[config.mk]
export PLATFORM = sky130hd
export DESIGN_NAME = display_scanner_flat
export DESIGN_NICKNAME = d
export VERILOG_FILES = /design/src/rtl/display_pkg.sv /design/src/rtl/display_scanner_if.sv /design/src/rtl/slot_timer.sv /design/src/rtl/display_scanner.sv /design/src/flat_wrapper.sv
export SDC_FILE = /design/constraint.sdc
export NUM_CORES = 1
export LEC_CHECK = 0
export ABC_AREA = 1
export CAP_MARGIN = 0
export CORE_AREA = 3 3 122 124
export DETAILED_ROUTE_END_ITERATION = 6
export DIE_AREA = 0 0 125 127
export GPL_TIMING_DRIVEN = 0
export MAX_ROUTING_LAYER = met4
export PLACE_DENSITY = 0.69
export SLEW_MARGIN = 20
export SYNTH_ARGS = -nofsm -noshare
export SYNTH_HDL_FRONTEND = slang
export SYNTH_HIERARCHICAL = 1
export SYNTH_SLANG_ARGS = --single-unit
[constraint.sdc]
create_clock -name clk -period 3.9 [get_ports clk]
set_clock_uncertainty 0.15 [all_clocks]
set_input_delay 0.39 -clock clk [delete_from_list [all_inputs] [get_ports clk]]
set_output_delay 0.39 -clock clk [all_outputs]
set_load 0.05 [all_outputs]
[src/rtl/display_pkg.sv]
// Shared types, constants and helpers for the 8-digit 7-segment display scanner.
package display_pkg;

  localparam int unsigned NUM_DIGITS = 8;
  localparam int unsigned DIGIT_W    = 3;
  localparam int unsigned SEG_W      = 8;

  localparam logic [SEG_W-1:0]      SEG_BLANK   = 8'hFF;
  localparam logic [NUM_DIGITS-1:0] ANODES_OFF  = 8'hFF;

  typedef enum logic [1:0] {
    S_LOAD  = 2'd0,
    S_BLANK = 2'd1,
    S_DRIVE = 2'd2
  } state_e;

  // Active-low one-hot anode vector selecting digit idx.
  function automatic logic [NUM_DIGITS-1:0] digit_onehot_n(input logic [DIGIT_W-1:0] idx);
    return ~(NUM_DIGITS'(1) << idx);
  endfunction

endpackage

[src/rtl/display_scanner_if.sv]
// Game-core to display-scanner bus: frame pattern plus end-of-game flag.
interface display_scanner_if;
  logic [63:0] game_display;
  logic        game_eog;

  modport master (output game_display, output game_eog);
  modport slave  (input  game_display, input  game_eog);
endinterface

[src/rtl/slot_timer.sv]
// Loadable down-counter; tc_c flags a zero count, tc_next_c flags that the next count is zero.
module slot_timer #(
  parameter int unsigned W = 4
) (
  input  logic         clk,
  input  logic         rst,
  input  logic         load,
  input  logic [W-1:0] load_val,
  output logic         tc_c,
  output logic         tc_next_c
);

  logic [W-1:0] cnt_q, cnt_d;

  always_comb begin
    cnt_d = cnt_q;
    if (load) begin
      cnt_d = load_val;
    end else if (cnt_q != '0) begin
      cnt_d = cnt_q - W'(1);
    end
  end

  assign tc_c      = (cnt_q == '0);
  assign tc_next_c = (cnt_d == '0);

  always_ff @(posedge clk or negedge rst) begin
    if (!rst) cnt_q <= '0;
    else      cnt_q <= cnt_d;
  end

endmodule

[src/rtl/display_scanner.sv]
// Time-multiplexed 8-digit common-anode display driver with per-frame snapshot,
// inter-digit dead-time and end-of-game blink.
module display_scanner
  import display_pkg::*;
#(
  parameter int unsigned SCAN_DIV     = 50000,
  parameter int unsigned BLANK_CYCLES = 16,
  parameter int unsigned BLINK_FRAMES = 32
) (
  input  logic                  clk,
  input  logic                  rst,
  display_scanner_if.slave      bus,
  input  logic                  disp_en,
  output logic [SEG_W-1:0]      seg_n,
  output logic [NUM_DIGITS-1:0] an_n,
  output logic                  frame_done
);

  localparam int unsigned CNT_W        = $clog2(SCAN_DIV);
  localparam int unsigned DRIVE_CYCLES = SCAN_DIV - BLANK_CYCLES;
  localparam int unsigned BLINK_W      = $clog2(BLINK_FRAMES + 1);

  state_e                       state_q, state_d;
  logic [DIGIT_W-1:0]           digit_q, digit_d;
  logic [NUM_DIGITS*SEG_W-1:0]  shadow_q, shadow_d;
  logic [BLINK_W-1:0]           blink_cnt_q, blink_cnt_d;
  logic                         blink_off_q, blink_off_d;
  logic [SEG_W-1:0]             seg_n_q, seg_n_d;
  logic [NUM_DIGITS-1:0]        an_n_q, an_n_d;
  logic                         frame_done_q, frame_done_d;

  logic                         slot_load;
  logic [CNT_W-1:0]             slot_load_val;
  logic                         slot_tc_c, slot_tc_next_c;

  slot_timer #(.W(CNT_W)) u_slot_timer (
    .clk       (clk),
    .rst       (rst),
    .load      (slot_load),
    .load_val  (slot_load_val),
    .tc_c      (slot_tc_c),
    .tc_next_c (slot_tc_next_c)
  );

  always_ff @(posedge clk or negedge rst) begin
    if (!rst) state_q <= S_LOAD;
    else      state_q <= state_d;
  end

  // Next state, snapshot/blink datapath and slot timer reload on every state entry.
  always_comb begin
    state_d       = state_q;
    digit_d       = digit_q;
    shadow_d      = shadow_q;
    blink_cnt_d   = blink_cnt_q;
    blink_off_d   = blink_off_q;
    slot_load     = 1'b0;
    slot_load_val = '0;
    unique case (state_q)
      S_LOAD: begin
        shadow_d = bus.game_display;
        digit_d  = '0;
        state_d  = S_BLANK;
        if (!bus.game_eog) begin
          blink_cnt_d = '0;
          blink_off_d = 1'b0;
        end else if (blink_cnt_q == BLINK_W'(BLINK_FRAMES - 1)) begin
          blink_cnt_d = '0;
          blink_off_d = ~blink_off_q;
        end else begin
          blink_cnt_d = blink_cnt_q + BLINK_W'(1);
        end
      end
      S_BLANK: begin
        if (slot_tc_c) state_d = S_DRIVE;
      end
      S_DRIVE: begin
        if (slot_tc_c) begin
          if (digit_q == DIGIT_W'(NUM_DIGITS - 1)) begin
            state_d = S_LOAD;
          end else begin
            digit_d = digit_q + DIGIT_W'(1);
            state_d = S_BLANK;
          end
        end
      end
      default: state_d = S_LOAD;
    endcase
    if (state_d != state_q) begin
      slot_load = 1'b1;
      if (state_d == S_BLANK)      slot_load_val = CNT_W'(BLANK_CYCLES - 1);
      else if (state_d == S_DRIVE) slot_load_val = CNT_W'(DRIVE_CYCLES - 1);
    end
  end

  // Pin values for the upcoming state, so the registered outputs track state_q.
  always_comb begin
    an_n_d       = ANODES_OFF;
    seg_n_d      = SEG_BLANK;
    frame_done_d = 1'b0;
    if (state_d == S_DRIVE) begin
      seg_n_d      = ~shadow_q[{digit_d, 3'b000} +: SEG_W];
      frame_done_d = (digit_d == DIGIT_W'(NUM_DIGITS - 1)) && slot_tc_next_c;
      if (disp_en && !blink_off_d) an_n_d = digit_onehot_n(digit_d);
    end
  end

  always_ff @(posedge clk or negedge rst) begin
    if (!rst) begin
      digit_q      <= '0;
      shadow_q     <= '0;
      blink_cnt_q  <= '0;
      blink_off_q  <= 1'b0;
      seg_n_q      <= SEG_BLANK;
      an_n_q       <= ANODES_OFF;
      frame_done_q <= 1'b0;
    end else begin
      digit_q      <= digit_d;
      shadow_q     <= shadow_d;
      blink_cnt_q  <= blink_cnt_d;
      blink_off_q  <= blink_off_d;
      seg_n_q      <= seg_n_d;
      an_n_q       <= an_n_d;
      frame_done_q <= frame_done_d;
    end
  end

  assign seg_n      = seg_n_q;
  assign an_n       = an_n_q;
  assign frame_done = frame_done_q;

endmodule
[src/flat_wrapper.sv]
// flat-port wrapper written by rule: the top's interface ports become plain ports
module display_scanner_flat import display_pkg::*;
#(
  parameter int unsigned SCAN_DIV     = 50000,
  parameter int unsigned BLANK_CYCLES = 16,
  parameter int unsigned BLINK_FRAMES = 32
)
  (clk, rst, disp_en, seg_n, an_n, frame_done, bus_game_display, bus_game_eog);
  display_scanner_if bus_i ();
  input  logic clk;
  input  logic rst;
  input  logic disp_en;
  output logic [SEG_W-1:0] seg_n;
  output logic [NUM_DIGITS-1:0] an_n;
  output logic frame_done;
  input wire logic [$bits(bus_i.game_display)-1:0] bus_game_display;
  input wire logic [$bits(bus_i.game_eog)-1:0] bus_game_eog;
  assign bus_i.game_display = bus_game_display;
  assign bus_i.game_eog = bus_game_eog;
  display_scanner #(.SCAN_DIV(SCAN_DIV), .BLANK_CYCLES(BLANK_CYCLES), .BLINK_FRAMES(BLINK_FRAMES)) u_core (.clk(clk), .rst(rst), .bus(bus_i), .disp_en(disp_en), .seg_n(seg_n), .an_n(an_n), .frame_done(frame_done));
endmodule
==> results.md <==
* Req. time, crit path at 4040 ps
* Setup CP Type: flip-flop to flip-flop
* Htree depth at 3
* Vias in the first global route at around 4700
* Seq/Total Area, Yosys at 49.78%
* CP Capture Type: flip-flop
* TritonRoute pass-1 iters at 5
* Max-slew violations at 0
* Final WL at between 10000 and 15000 µm
* Share of cells above drive strength 1 at a little over 10%
* Post-route cell area at 0.006930 mm²
* Worst hold path type: flip-flop to flip-flop
* Setup bufs post-CTS at 0
* Grt met2 use at between 30% and 40%
* Largest cells by area after synthesis: dfrtp_1 (42%), nand2_1 (14%), dfstp_2 (7.6%), inv_1 (6.9%), nand3_1 (6.4%)
* Chip Width at about 130 µm
* Worst-skew pair later-pin latency at 350 ps
* Sink Count at 109
* Worst-margin pin slew at 708.9 ps
* Worst-path clk slew at 70 ps
* Reg2Reg Depth at 20
* # rows at 43
* Pwr/cell area at 393.3 mW/mm²
* Number of setup violations in the final report at 0
* Area share of the largest cell type after synthesis at 42.17%
* Unique cell type count in the Yosys netlist at 34
* Fmax at ~290 MHz
* Post-CTS Resized at 0
* Longest Clk Path Bufs at 2
* R2R Path Start: u_core/u_slot_timer/cnt_q[0]$_DFF_PN0_
* Die Height at 127 µm
* First-pass GRT wire length at 23490 µm
* Root Buffer: clkbuf_16
* Relative slew slack at about 53%
* DRT iter0 DRCs at around 340
* Post-synthesis cell area at 0.005519 mm²
* Port Buffer Count at 84
* Flop2flop setup slack at 500 ps
* Vias per inst at ~4.8
* Core Area at 0.01388 mm²
* Full die area at roughly 0.016 mm²
* Placer Congestion at ~0.89
* Via count at 4904
* Cts hold-fix bufs at 1
* Largest net degree at the start of global routing at 78
* GRT overflow at 0
* Pleak at 0.003245 µW
* Most common cell after layout, fill and taps aside: nand2_1
* DRC violations left at 0
* Endpoint, Worst Hold: u_core/shadow_q[2]$_DFFE_PN0N_
* Top-Level Pins at 85
* Synth warn at 6
* Met3 usage at around 3.4%
* Synthesized area per cell at 7.560 µm²
* Status: complete, no violations
* CTS buffer count at 9
* CTS tree: built
* Max Cap Viol at 0
* Initial antenna violation count at 0
* Final hold viol count at 0
* Final Cycle Share at approximately 87%
* Most used routing layer: met2
* N_diodes at 0
* Largest area contributor in the netlist: dfrtp_1
* Dpl hpwl at 10620 µm
* Critical path fanouts, max at 8
* Post-DP Area at roughly 0.0066 mm²
* Critical Path Source: u_core/u_slot_timer/cnt_q[0]$_DFF_PN0_
* Hold_sp: u_core/shadow_q[2]$_DFFE_PN0N_
* CP startpoint kind: flip-flop
* Crit path DAT at 3540 ps
* DR WL/cell at 13.95 µm
* Syn-to-layout area delta at 25.57%
* Starting Density at approximately 40%
* Max IR drop VDD at between 200 and 250 µV
* Commonest non-fill, non-tap cells in the layout: nand2_1 (213), inv_1 (101), dfrtp_1 (93)
* Grt met1 use at 24.85%
* GRT Overall Usage at 19.07%
* Cell count after synthesis at between 700 and 800
* Post-DRT Antenna Nets at 0
* Unrepaired setup endpoints after global routing: false
* R2r endpoint: u_core/frame_done$_DFF_PN0_
* Hold depth at 2
* Final Power at 2726 µW
* Setup TNS at 0 ps
* Minimum clock period at 3398 ps
* Seq cells post-synth at 109
* Fin nets at 905
[cell type report]
| cell class | instances | area (µm²) |
|---|---|---|
| fillers | 1360 | 6950 |
| flip-flops and latches | 109 | 2748 |
| multi-input cells | 494 | 2258 |
| repair buffers | 86 | 879.6 |
| inverters | 107 | 404.1 |
| clock buffers | 12 | 256.5 |
| well taps | 180 | 225.2 |
| plain buffers | 25 | 127.6 |
| clock inverters | 4 | 31.28 |
[worst max-delay path: stages, from the launching register on]
cell	delay (ps)
dfrtp_1	430
inv_1	160
ha_1	210
nand2_1	70
nor2_2	180
nand2_2	140
inv_1	240
inv_2	70
a21oi_2	140
o22ai_1	120
ha_1	230
inv_1	140
nor2_1	160
or2_2	320
nand2_1	80
nand2_1	50
nor2_1	120
nand2_1	100
nor2_2	90
nand2_1	50
nor2_1	80
[per-layer routing]
layer	up-vias	wire length, µm
met4	0	238
met1	2294	6439
li1	2456	-
met2	137	6881
met5	-	0
met3	17	625
[power by group]
part | switching (µW) | internal, µW
Clock | 425 | 473
Sequential | 85.6 | 1240
Combinational | 290 | 208
Total | 801 | 1930
[worst max path at each step]
stage	slack (ps)	depth (start not counted)	end
final	500	20	u_core/frame_done$_DFF_PN0_
after global routing	80	20	u_core/frame_done$_DFF_PN0_
after CTS	540	20	u_core/frame_done$_DFF_PN0_
after detailed placement	570	20	u_core/frame_done$_DFF_PN0_
after global placement	-1930	1	u_core/u_slot_timer/cnt_q[15]$_DFF_PN0_
after floorplan	1040	20	u_core/frame_done$_DFF_PN0_
[stage by stage]
| stage | std cells | worst slack, ps | hold slack (ps) | utilization, % |
|---|---|---|---|---|
| after floorplan | 735 | 1040 | -55.59 | - |
| after global placement | 999 | -1928 | 299.0 | 47.58 |
| after detailed placement | 1000 | 573.7 | 155.5 | 47.78 |
| after CTS | 1017 | 541.7 | 328.0 | 49.93 |
| after global routing | 1017 | 83.79 | 345.9 | 49.93 |
| final | 1017 | 502.4 | 328.4 | 49.93 |
[synthesized netlist by cell type]
| master | n |
|---|---|
| nand2_1 | 213 |
| inv_1 | 101 |
| dfrtp_1 | 93 |
| nand3_1 | 71 |
| nor2_1 | 69 |
| o21ai_0 | 67 |
| dfstp_2 | 16 |
| nor2_2 | 11 |
| clkbuf_1 | 10 |
| or2_2 | 9 |
| a21oi_1 | 8 |
| buf_2 | 6 |
| nand3b_1 | 6 |
| ha_1 | 5 |
| inv_2 | 5 |
| nand2_2 | 5 |
| buf_1 | 4 |
| nor2_4 | 4 |
| nor3_1 | 4 |
| o21ai_1 | 4 |
| buf_4 | 3 |
| buf_6 | 2 |
| nand4_1 | 2 |
| o21ai_2 | 2 |
| a21oi_2 | 1 |
| a31oi_1 | 1 |
| conb_1 | 1 |
| inv_4 | 1 |
| nand2_4 | 1 |
| nand3_2 | 1 |
| nor3_2 | 1 |
| nor4_1 | 1 |
| o22ai_1 | 1 |
| xor2_1 | 1 |
[cells by family after synthesis]
family	after synthesis	share of synthesized area (%)
buffers and inverters	132	9.635
XOR/XNOR	1	0.1587
AND/OR/NAND/NOR	398	31.35
flip-flops	109	49.78
other	1	0.06795
AO/OA/AOI/OAI	84	7.867
adder cells (fa/ha/maj)	5	1.134
[registers in the layout, indices dropped and copies added, names as in the netlist]
register,flops
u_core/blink_cnt_q,6
u_core/seg_n,8
u_core/u_slot_timer/cnt_q,16
u_core/blink_off_q,1
u_core/frame_done,1
u_core/state_q,2
u_core/shadow_q,64
u_core/an_n,8
u_core/digit_q,3
(Power assumes the default switching activity.)
